[src/rtl/fpu_div_seq.sv]
// ============================================================================
//  Module   : fpu_div_seq
//  Purpose  : Iterative IEEE-754 divider, one restoring quotient bit per
//             cycle, four rounding modes, exception flags, fixed latency.
//  Revision : 1.0  initial release
// ============================================================================
`default_nettype none

module fpu_div_seq #(
  parameter int EXPW  = 5,
  parameter int FRACW = 10
) (
  input  logic                   clk,
  input  logic                   rst_n,
  input  logic                   start,
  input  logic [EXPW+FRACW:0]    a,
  input  logic [EXPW+FRACW:0]    b,
  input  logic [1:0]             rm,
  output logic                   busy,
  output logic                   done,
  output logic [EXPW+FRACW:0]    result,
  output logic [4:0]             flags
);

  localparam int c_w  = 1 + EXPW + FRACW;
  localparam int c_n  = FRACW + 3;
  localparam int c_cw = $clog2(c_n + 1);
  localparam logic signed [EXPW+1:0] c_bias = (EXPW+2)'((1 << (EXPW-1)) - 1);
  localparam logic signed [EXPW+1:0] c_emax = (EXPW+2)'((1 << EXPW) - 1);
  localparam logic [c_cw-1:0]        c_last = c_cw'(c_n - 1);
  localparam logic [c_w-1:0]         c_qnan = {1'b0, {EXPW{1'b1}}, 1'b1, {(FRACW-1){1'b0}}};

  typedef enum logic [2:0] {
    S_IDLE  = 3'd0,
    S_PREP  = 3'd1,
    S_ITER  = 3'd2,
    S_ROUND = 3'd3,
    S_DONE  = 3'd4
  } state_t;

  state_t                  r_state, w_state_nxt;
  logic [c_w-1:0]          r_a, r_b, r_result, r_spec_res;
  logic [1:0]              r_rm;
  logic [c_cw-1:0]         r_cnt;
  logic [FRACW+1:0]        r_rem;
  logic [FRACW:0]          r_mb;
  logic [c_n-1:0]          r_q;
  logic signed [EXPW+1:0]  r_exp;
  logic                    r_sign, r_special;
  logic [4:0]              r_flags, r_spec_flags;

  // Operand classification (subnormals flush to zero via exp==0)
  logic [EXPW-1:0]  w_ea, w_eb;
  logic [FRACW-1:0] w_fa, w_fb;
  logic w_za, w_zb, w_ia, w_ib, w_na, w_nb, w_sna, w_snb, w_sign;

  assign w_ea   = r_a[c_w-2:FRACW];
  assign w_eb   = r_b[c_w-2:FRACW];
  assign w_fa   = r_a[FRACW-1:0];
  assign w_fb   = r_b[FRACW-1:0];
  assign w_za   = (w_ea == '0);
  assign w_zb   = (w_eb == '0);
  assign w_ia   = (&w_ea) & (w_fa == '0);
  assign w_ib   = (&w_eb) & (w_fb == '0);
  assign w_na   = (&w_ea) & (|w_fa);
  assign w_nb   = (&w_eb) & (|w_fb);
  assign w_sna  = w_na & ~w_fa[FRACW-1];
  assign w_snb  = w_nb & ~w_fb[FRACW-1];
  assign w_sign = r_a[c_w-1] ^ r_b[c_w-1];

  logic                   w_special;
  logic [c_w-1:0]         w_spec_res;
  logic [4:0]             w_spec_flags;
  logic signed [EXPW+1:0] w_exp0;

  assign w_exp0 = $signed({2'b00, w_ea}) - $signed({2'b00, w_eb}) + c_bias;

  always_comb begin
    w_special    = 1'b1;
    w_spec_res   = {w_sign, {(c_w-1){1'b0}}};
    w_spec_flags = 5'b00000;
    if (w_na | w_nb) begin
      w_spec_res      = c_qnan;
      w_spec_flags[4] = w_sna | w_snb;
    end else if ((w_za & w_zb) | (w_ia & w_ib)) begin
      w_spec_res   = c_qnan;
      w_spec_flags = 5'b10000;
    end else if (w_ia) begin
      w_spec_res = {w_sign, {EXPW{1'b1}}, {FRACW{1'b0}}};
    end else if (w_zb) begin
      w_spec_res   = {w_sign, {EXPW{1'b1}}, {FRACW{1'b0}}};
      w_spec_flags = 5'b01000;
    end else if (!(w_ib | w_za)) begin
      w_special = 1'b0;
    end
  end

  // Restoring step: the partial remainder always stays below 2*mB
  logic             w_ge;
  logic [FRACW+1:0] w_diff, w_rem_nxt;

  assign w_ge      = (r_rem >= {1'b0, r_mb});
  assign w_diff    = w_ge ? (r_rem - {1'b0, r_mb}) : r_rem;
  assign w_rem_nxt = {w_diff[FRACW:0], 1'b0};

  // Normalise and round; round and sticky are only ever used ORed together
  logic                   w_msb, w_guard, w_rs, w_inc, w_inexact, w_ovf, w_unf, w_to_inf;
  logic [FRACW:0]         w_mant;
  logic [FRACW+1:0]       w_mant_r;
  logic signed [EXPW+1:0] w_exp_n, w_exp_r;
  logic [c_w-1:0]         w_res;
  logic [4:0]             w_flg;

  assign w_msb     = r_q[c_n-1];
  assign w_mant    = w_msb ? r_q[c_n-1:2] : r_q[c_n-2:1];
  assign w_guard   = w_msb ? r_q[1] : r_q[0];
  assign w_rs      = (w_msb & r_q[0]) | (|r_rem);
  assign w_exp_n   = w_msb ? r_exp : (r_exp - (EXPW+2)'(1));
  assign w_inexact = w_guard | w_rs;

  always_comb begin
    w_inc = 1'b0;
    unique case (r_rm)
      2'b00:   w_inc = w_guard & (w_rs | w_mant[0]);
      2'b01:   w_inc = 1'b0;
      2'b10:   w_inc = r_sign & w_inexact;
      default: w_inc = ~r_sign & w_inexact;
    endcase
  end

  assign w_mant_r = {1'b0, w_mant} + {{(FRACW+1){1'b0}}, w_inc};
  assign w_exp_r  = w_exp_n + {{(EXPW+1){1'b0}}, w_mant_r[FRACW+1]};
  assign w_ovf    = ~w_exp_r[EXPW+1] & (w_exp_r >= c_emax);
  assign w_unf    = w_exp_r[EXPW+1] | (w_exp_r == '0);
  assign w_to_inf = (r_rm == 2'b00) | ((r_rm == 2'b10) & r_sign) | ((r_rm == 2'b11) & ~r_sign);

  always_comb begin
    w_res = {r_sign, w_exp_r[EXPW-1:0], w_mant_r[FRACW-1:0]};
    w_flg = {4'b0000, w_inexact};
    if (r_special) begin
      w_res = r_spec_res;
      w_flg = r_spec_flags;
    end else if (w_ovf) begin
      w_res = w_to_inf ? {r_sign, {EXPW{1'b1}}, {FRACW{1'b0}}}
                       : {r_sign, {(EXPW-1){1'b1}}, 1'b0, {FRACW{1'b1}}};
      w_flg = 5'b00101;
    end else if (w_unf) begin
      w_res = {r_sign, {(c_w-1){1'b0}}};
      w_flg = 5'b00011;
    end
  end

  always_comb begin
    w_state_nxt = r_state;
    unique case (r_state)
      S_IDLE:  if (start) w_state_nxt = S_PREP;
      S_PREP:  w_state_nxt = S_ITER;
      S_ITER:  if (r_cnt == c_last) w_state_nxt = S_ROUND;
      S_ROUND: w_state_nxt = S_DONE;
      S_DONE:  w_state_nxt = S_IDLE;
      default: w_state_nxt = S_IDLE;
    endcase
  end

  always_ff @(posedge clk or negedge rst_n) begin
    if (!rst_n) begin
      r_state      <= S_IDLE;
      r_a          <= '0;
      r_b          <= '0;
      r_rm         <= '0;
      r_cnt        <= '0;
      r_rem        <= '0;
      r_mb         <= '0;
      r_q          <= '0;
      r_exp        <= '0;
      r_sign       <= 1'b0;
      r_special    <= 1'b0;
      r_spec_res   <= '0;
      r_spec_flags <= '0;
      r_result     <= '0;
      r_flags      <= '0;
    end else begin
      r_state <= w_state_nxt;
      unique case (r_state)
        S_IDLE: if (start) begin
          r_a  <= a;
          r_b  <= b;
          r_rm <= rm;
        end
        S_PREP: begin
          r_special    <= w_special;
          r_spec_res   <= w_spec_res;
          r_spec_flags <= w_spec_flags;
          r_sign       <= w_sign;
          r_exp        <= w_exp0;
          r_rem        <= {2'b01, w_fa};
          r_mb         <= {1'b1, w_fb};
          r_q          <= '0;
          r_cnt        <= '0;
        end
        S_ITER: begin
          r_rem <= w_rem_nxt;
          r_q   <= {r_q[c_n-2:0], w_ge};
          r_cnt <= r_cnt + c_cw'(1);
        end
        S_ROUND: begin
          r_result <= w_res;
          r_flags  <= w_flg;
        end
        default: ;
      endcase
    end
  end

  assign busy   = (r_state == S_PREP) | (r_state == S_ITER) | (r_state == S_ROUND);
  assign done   = (r_state == S_DONE);
  assign result = r_result;
  assign flags  = r_flags;

endmodule

`default_nettype wire

[config.mk]
export PLATFORM = sky130hd
export DESIGN_NAME = fpu_div_seq
export DESIGN_NICKNAME = d
export VERILOG_FILES = /design/src/rtl/fpu_div_seq.sv
export SDC_FILE = /design/constraint.sdc
export NUM_CORES = 1
export LEC_CHECK = 0
export CORE_ASPECT_RATIO = 1.2
export CORE_MARGIN = 1.5
export CORE_UTILIZATION = 35
export CTS_CLUSTER_SIZE = 14
export DETAILED_ROUTE_END_ITERATION = 12
export SLEW_MARGIN = 10
export SYNTH_ARGS = -nofsm -noshare
export SYNTH_HDL_FRONTEND = slang
export SYNTH_SLANG_ARGS = --single-unit
export TNS_END_PERCENT = 30
[constraint.sdc]
create_clock -name clk -period 8.3 [get_ports clk]
set_input_delay 1.245 -clock clk [delete_from_list [all_inputs] [get_ports clk]]
set_output_delay 1.245 -clock clk [all_outputs]
set_load 0.02 [all_outputs]
# Yosys cells after proc, flatten, opt, wreduce, memory -nomap -nowiden
# Index checks and enable logic that the tools add are counted.
[totals] ff_bits=128 latchBits=0 ram_bits=0 romBits=0 inputBits=37 output_inout_bits=23 elab_cells=113 n_memories=0
[op_classes] add_sub_neg=7 n_mul=0 div_mod_pow=0 n_lt_le_gt_ge=2 n_eq_ne=10 shift=0 mux=32 n_bitwise=32 n_reduce_logical=15
[ops] operator="$mux 15" count=4
[ops] operator="$mux 16" count=3
[ops] operator="$mux 11" count=3
[ops] operator="$pmux 13 s2" count=1
[ops] operator="$pmux 12 s2" count=1
[ops] operator="$logic_not 10->1" count=2
[ops] operator="$reduce_or 10->1" count=2
[ops] operator="$and 1x1->1" count=15
[ops] operator="$add 11x1->12" count=1
[ops] operator="$ge 12x11->1" count=1
[ops] operator="$mux 4" count=3
[ops] operator="$or 1x1->1" count=12
[ops] operator="$pmux 3 s4" count=1
[ops] operator="$reduce_or 12->1" count=1
[ops] operator="$sub 11x11->11" count=1
[ops] operator="$logic_not 5->1" count=2
[ops] operator="$mux 5" count=2
[ops] operator="$reduce_and 5->1" count=2
[ops] operator="$mux 3" count=3
[ops] operator="$pmux 4 s2" count=1
[ops] operator="$add 6x5->7 const B" count=1
[ops] operator="$add 7x1->7" count=1
[ops] operator="$ge 7x6->1 const B" count=1
[ops] operator="$logic_not 7->1" count=1
[ops] operator="20 further kinds" count=33

# Longest topological paths before layout
[depth] word_depth=12 ltp_mapped=23 mapped_depth_nobuf=21

# Worst setup path after synthesis
# No wires, ideal clock.
[synth_timing] path_type="register to register" startpoint="register r_q[12]" endpoint="register r_result[7] (netlist: result[7])" arrival_time_ps=4121 required_time_ps=8196 setup_slack_ps=4075 stages_incl_launch_ff=21 path_buffers=3 synth_period_minus_slack_ps=4225 cell_sequence="dfrtp_1 > buf_2 > buf_1 > mux2_2 > o211ai_1 > nand2_1 > ha_1 > and2_1 > nand4_1 > nor2_1 > nand3_1 > nor2_1 > ha_1 > ha_1 > xnor3_1 > o22ai_1 > nand3_1 > a21oi_1 > clkbuf_1 > nand4_1 > o311ai_1"
[synth_via] elab_chain_len=12 word_cells_on_any_way=21 cone_classes="add/sub (2); order compare (1); mux (7); bitwise (10); reduce/logical (1)"
[synth_lines] element="start: declaration" line_no="47" source="logic [c_n-1:0] r_q;"
[synth_lines] element="start signal: assignment" line_no="203" source="r_q <= {r_q[c_n-2:0], w_ge};"
[synth_lines] element="branches (longest 10 deep; another with $add 11x1->12)"
[synth_lines] element="$mux 15 (*)" line_no="143" source="end else if (w_ovf) begin"
[synth_lines] element="$mux 16 (*)" line_no="140" source="if (r_special) begin"
[synth_lines] element="end signal: assignment" line_no="207" source="r_result <= w_res;"
[synth_lines] element="end: declaration" line_no="42" source="logic [c_w-1:0] r_a, r_b, r_result, r_spec_res;"
# Every way passes the cells marked *.
# A chain may end at the register's enable or synchronous reset.

# Worst setup path after layout
[layout_timing] startpoint="register r_rem[2]" endpoint="register r_result[2] (netlist: result[2])"
[layout_via] elab_chain_len=12 word_cells_on_any_way=18 cone_classes="add/sub (2); order compare (1); mux (4); bitwise (9); reduce/logical (2)"
[layout_lines] element="start: declaration" line_no="45" source="logic [FRACW+1:0] r_rem;"
[layout_lines] element="start signal: assignment" line_no="196" source="r_rem <= {2'b01, w_fa};"
[layout_lines] element="start signal: assignment" line_no="202" source="r_rem <= w_rem_nxt;"
[layout_lines] element="$reduce_or 12->1 (*)" line_no="117" source="assign w_rs = (w_msb & r_q[0]) | (|r_rem);"
[layout_lines] element="$or 1x1->1 (*)" line_no="117"
[layout_lines] element="$or 1x1->1, on equally long branches" line_no="119, 124"
[layout_lines] element="$and 1x1->1, on equally long branches" line_no="127, 124, 126"
[layout_lines] element="$pmux 1 s3 (*)" line_no="123" source="unique case (r_rm)"
[layout_lines] element="$add 11x1->12 (*)" line_no="131" source="assign w_mant_r = {1'b0, w_mant} + {{(FRACW+1){1'b0}}, w_inc};"
[layout_lines] element="branches (longest 4 deep; another with $add 7x1->7)"
[layout_lines] element="$mux 15 (*)" line_no="143"
[layout_lines] element="$mux 16 (*)" line_no="140"
# Marked as above.

==> impl_results.html <==
<table>
<tr><th>Metric</th><th>Value</th></tr>
<tr><th colspan="2">Timing</th></tr>
<tr><td>Setup repair after global routing missed its margin</td><td>no</td></tr>
<tr><td>Count of endpoints failing setup in the final report</td><td>0</td></tr>
<tr><td>Final Hold Vio Count</td><td>0</td></tr>
<tr><td>Setup TNS</td><td>0 ps</td></tr>
<tr><td>Clock skew after layout</td><td>approximately 12 ps</td></tr>
<tr><td>Period minus WS final</td><td>4730 ps</td></tr>
<tr><td>Highest clock rate</td><td>around 210 MHz</td></tr>
<tr><td>Number of pins exceeding their max-slew limit in the final report</td><td>0</td></tr>
<tr><td>Pin slew with the least headroom to its limit</td><td>1230 ps</td></tr>
<tr><td>Max_slew headroom</td><td>between 15 and 20%</td></tr>
<tr><td>Final period util</td><td>between 50% and 60%</td></tr>
<tr><th colspan="2">Layout</th></tr>
<tr><td>Total non-filler cell area in the finished layout</td><td>7500 µm²</td></tr>
<tr><td>Antenna diode count</td><td>0</td></tr>
<tr><td>Fraction of final layout cells sized beyond drive strength 1</td><td>a little under an eighth</td></tr>
<tr><td>Layout overhead on the synthesized area</td><td>16.9%</td></tr>
<tr><td>Number of nets at the end of the flow</td><td>770</td></tr>
<tr><th colspan="2">Floorplanning</th></tr>
<tr><td>Cell row count</td><td>54</td></tr>
<tr><td>Die Width</td><td>~130 µm</td></tr>
<tr><td>Die boundary height</td><td>151 µm</td></tr>
<tr><td>I/O pin count</td><td>60</td></tr>
<tr><td>Die Outline Area</td><td>19100 µm²</td></tr>
<tr><td>Total core area</td><td>18000 µm²</td></tr>
<tr><td>Initial Util</td><td>between 30% and 40%</td></tr>
<tr><th colspan="2">Clock tree</th></tr>
<tr><td>Maximum root-to-sink buffer count</td><td>2</td></tr>
<tr><td>Total CTS buffers</td><td>9</td></tr>
<tr><td>Clock Latency Late Sink</td><td>360 ps</td></tr>
<tr><td>CTS tree</td><td>yes</td></tr>
<tr><td>Post-CTS setup repair buffer count</td><td>0</td></tr>
<tr><td>Total of cells resized after clock tree synthesis</td><td>0</td></tr>
<tr><td>CTS H-Tree Depth</td><td>3</td></tr>
<tr><td>Clock Sinks</td><td>112</td></tr>
<tr><td>CTS root buffer</td><td>sky130_fd_sc_hd__clkbuf_16</td></tr>
<tr><td>Number of buffers inserted by hold repair at cts</td><td>0</td></tr>
<tr><td>Register clock-pin slew on the reported worst setup and hold paths</td><td>approximately 70 ps</td></tr>
<tr><th colspan="2">Run status</th></tr>
<tr><td>Result of the run</td><td>finished, final reports clean</td></tr>
<tr><th colspan="2">Synthesis</th></tr>
<tr><td>Proportion of netlist area held by the largest area contributor</td><td>43.7%</td></tr>
<tr><td>Async set-or-reset flop fraction in the synthesized netlist</td><td>between 90% and 100%</td></tr>
<tr><td>Yosys warnings</td><td>0</td></tr>
<tr><td>Share of synthesized area occupied by flip-flops and latches</td><td>43.7%</td></tr>
<tr><td>Dominant cells by area after synthesis</td><td>sky130_fd_sc_hd__dfrtp_1 44%, sky130_fd_sc_hd__mux2_2 6.5%, sky130_fd_sc_hd__nand2_1 5.4%, sky130_fd_sc_hd__ha_1 4.9%, sky130_fd_sc_hd__o21ai_0 3.6%</td></tr>
<tr><td>#FFs+latches synth</td><td>about 110</td></tr>
<tr><td>Number of cells produced by synthesis</td><td>roughly 660</td></tr>
<tr><td>Number of enable flip-flop cells after synthesis</td><td>0</td></tr>
<tr><td>Library cell with the largest summed area after synthesis</td><td>sky130_fd_sc_hd__dfrtp_1</td></tr>
<tr><td>Primary FF master, synth</td><td>sky130_fd_sc_hd__dfrtp_1</td></tr>
<tr><td>Synthesized area per cell</td><td>9.65 µm²</td></tr>
<tr><td>Post-synthesis instance area</td><td>6410 µm²</td></tr>
<tr><td>Post-synth cell types</td><td>70</td></tr>
<tr><td>Net count after synthesis</td><td>728</td></tr>
<tr><th colspan="2">Drt</th></tr>
<tr><td>Residual DRC</td><td>0</td></tr>
<tr><td>Number of detailed-routing iterations run before antenna repair</td><td>4</td></tr>
<tr><td>Starting DRT DRC Count</td><td>229</td></tr>
<tr><td>Antenna Violating Nets Remaining</td><td>0</td></tr>
<tr><td>Total Routed Length</td><td>~15000 µm</td></tr>
<tr><td>Routed vias</td><td>5057</td></tr>
<tr><td>Via density per instance</td><td>5.41</td></tr>
<tr><td>Routed len/inst</td><td>about 17 µm</td></tr>
<tr><th colspan="2">Setup path</th></tr>
<tr><td>Kind of end point of the critical path</td><td>register</td></tr>
<tr><td>Required time of the worst setup path</td><td>8530 ps</td></tr>
<tr><td>Worst reg2reg setup slack</td><td>3570 ps</td></tr>
<tr><td>Worst setup path class</td><td>reg -&gt; reg</td></tr>
<tr><td>Max FO, Critical Path</td><td>14</td></tr>
<tr><td>Arr. time, crit path</td><td>4960 ps</td></tr>
<tr><td>Kind of start point of the critical path</td><td>register</td></tr>
<tr><th colspan="2">Place</th></tr>
<tr><td>RePlAce Congestion</td><td>0.844</td></tr>
<tr><td>Post-Place Cell Area</td><td>7190 µm²</td></tr>
<tr><td>Buffers on Ports</td><td>59</td></tr>
<tr><td>Post-DP HPWL</td><td>approximately 11000 µm</td></tr>
<tr><th colspan="2">Global routing</th></tr>
<tr><td>Number of antenna violations at the first check in global routing</td><td>0</td></tr>
<tr><td>Overflow left after global routing</td><td>0</td></tr>
<tr><td>Pin count of the biggest net entering global routing</td><td>80</td></tr>
<tr><td>GRT Resource Usage Total</td><td>17.1%</td></tr>
<tr><td>Vias in the first global route</td><td>between 5000 and 6000</td></tr>
<tr><td>Global-route wire length before repair</td><td>25900 µm</td></tr>
<tr><th colspan="2">Run</th></tr>
<tr><td>Max_cap viols</td><td>0</td></tr>
<tr><th colspan="2">Worst hold path</th></tr>
<tr><td>HP Class</td><td>reg -&gt; reg</td></tr>
<tr><th colspan="2">Power</th></tr>
<tr><td>Static power due to leakage</td><td>around 0.0032 µW</td></tr>
<tr><td>Worst IR drop on VDD</td><td>about 0.00019 V</td></tr>
<tr><td>PD cells</td><td>437 nW/µm²</td></tr>
</table>
[registers in the layout, summed over array words and instances, names as in the netlist, 3 cells and up]
register / count
r_spec_res: 3
r_state: 3
r_cnt: 4
r_q: 13
r_mb: 11
r_exp: 7
r_rem: 12
r_b: 16
r_a: 16
result: 16
flags: 5
[per-layer routing]
layer	routed length (µm)	vias to the layer above	global-route usage, %
met2	7590	113	29.4
met5	0	-	0
met4	372	0	7.82
met1	6970	2457	21.3
met3	532	27	2.86
li1	-	2460	-
[path summary, 6_finish.rpt]
kind / start / end / cells past startpoint
max reg2reg: r_rem[2]$_DFFE_PN0P_ / result[2]$_DFFE_PN0P_ / 18
min: r_mb[10]$_DFFE_PN0P_ / r_mb[10]$_DFFE_PN0P_ / 2
max: r_rem[2]$_DFFE_PN0P_ / result[2]$_DFFE_PN0P_ / 18
min in group asynchronous: rst_n / r_q[6]$_DFFE_PN0P_ / 1
max in group asynchronous: rst_n / r_a[14]$_DFFE_PN0P_ / 2
min reg2reg: r_mb[10]$_DFFE_PN0P_ / r_mb[10]$_DFFE_PN0P_ / 2
[per-stage QoR]
stage	setup slack, ps	util (%)	hold slack [ps]	power [µW]	instances
floorplan	4080	-	418	2330	664
global placement	3770	39.9	446	2760	919
detailed placement	3700	39.9	453	2820	919
CTS	3650	41.6	470	3290	935
global route	3220	41.6	496	3550	935
finish	3570	41.6	464	3280	935
[critical path, stage by stage, from the launching register on]
cell	delay, ps
sky130_fd_sc_hd__dfrtp_1	410
sky130_fd_sc_hd__nor4_1	390
sky130_fd_sc_hd__nand4_1	270
sky130_fd_sc_hd__o211ai_1	240
sky130_fd_sc_hd__nand2_1	80
sky130_fd_sc_hd__ha_1	190
sky130_fd_sc_hd__and2_1	170
sky130_fd_sc_hd__nand4_1	140
sky130_fd_sc_hd__nor2_1	110
sky130_fd_sc_hd__nand3_1	100
sky130_fd_sc_hd__nor2_1	50
sky130_fd_sc_hd__ha_1	210
sky130_fd_sc_hd__ha_1	230
sky130_fd_sc_hd__xnor3_1	390
sky130_fd_sc_hd__o22ai_1	170
sky130_fd_sc_hd__nand3_1	100
sky130_fd_sc_hd__a21oi_1	810
sky130_fd_sc_hd__a311o_2	400
sky130_fd_sc_hd__a22oi_1	110
[cells in the final DEF, fill, tap and decap left out, drive strengths merged, types with 3 or more instances in the layout]
cell,n
o21ai,53
mux2,37
o22ai,3
clkbuf,10
o31a,3
o21a,5
o41ai,4
nor3b,3
a31oi,6
o311ai,3
nor3,11
a21oi,23
clkdlybuf4s50,58
nor4,10
a21o,10
o211ai,5
nand4,8
nand2,95
mux2i,8
and2,5
buf,7
a22o,17
dfrtp,112
or4,3
nor4b,4
ha,25
a22oi,6
a21boi,6
nor2,32
and3,7
nor2b,7
o31ai,8
nand3,25
xnor2,19
inv,29
or2,3
xor2,11
[cell usage after synthesis (all sizes together), types with 3 or more instances]
cell type  count
dfrtp        112
nand2         95
o21ai         53
mux2          37
nor2          32
inv           28
clkbuf        26
ha            25
nand3         25
a21oi         23
xnor2         19
a22o          17
nor3          11
xor2          11
a21o          10
nor4          10
buf            8
mux2i          8
nand4          8
o31ai          8
and3           7
nor2b          7
a21boi         6
a22oi          6
a31oi          6
and2           5
o211ai         5
o21a           5
nor4b          4
o41ai          4
nor3b          3
o22ai          3
o311ai         3
o31a           3
or2            3
or4            3
[kinds of logic (layout without fill, tap and decap cells)]
kind of cell,after synthesis,in the layout,share of synthesized area (%)
fa+ha+maj,27,27,5.50
buf+inv,62,109,3.90
xor+xnor,31,31,4.57
flops,112,112,43.7
compound gates,164,164,17.3
simple gates,223,223,17.3
mux,45,45,7.75
[where the power goes]
part           leakage (µW)  switching (µW)  total (µW)  internal (µW)
Combinational       0.00162            1010        1790            787
Clock              0.000145             211         455            244
Sequential          0.00140             243        1030            785
Total               0.00317            1460        3280           1820
[layout make-up]
| cell class | instances | area (µm²) |
|---|---|---|
| Tap cell | 224 | 280 |
| Clock inverter | 6 | 67.6 |
| Fill cell | 1730 | 10500 |
| Multi-Input combinational cell | 490 | 3370 |
| Timing Repair Buffer | 65 | 633 |
| Sequential cell | 112 | 2800 |
| Inverter | 28 | 105 |
| Clock buffer | 10 | 239 |
Note: power is estimated with default switching activity, not from simulation.
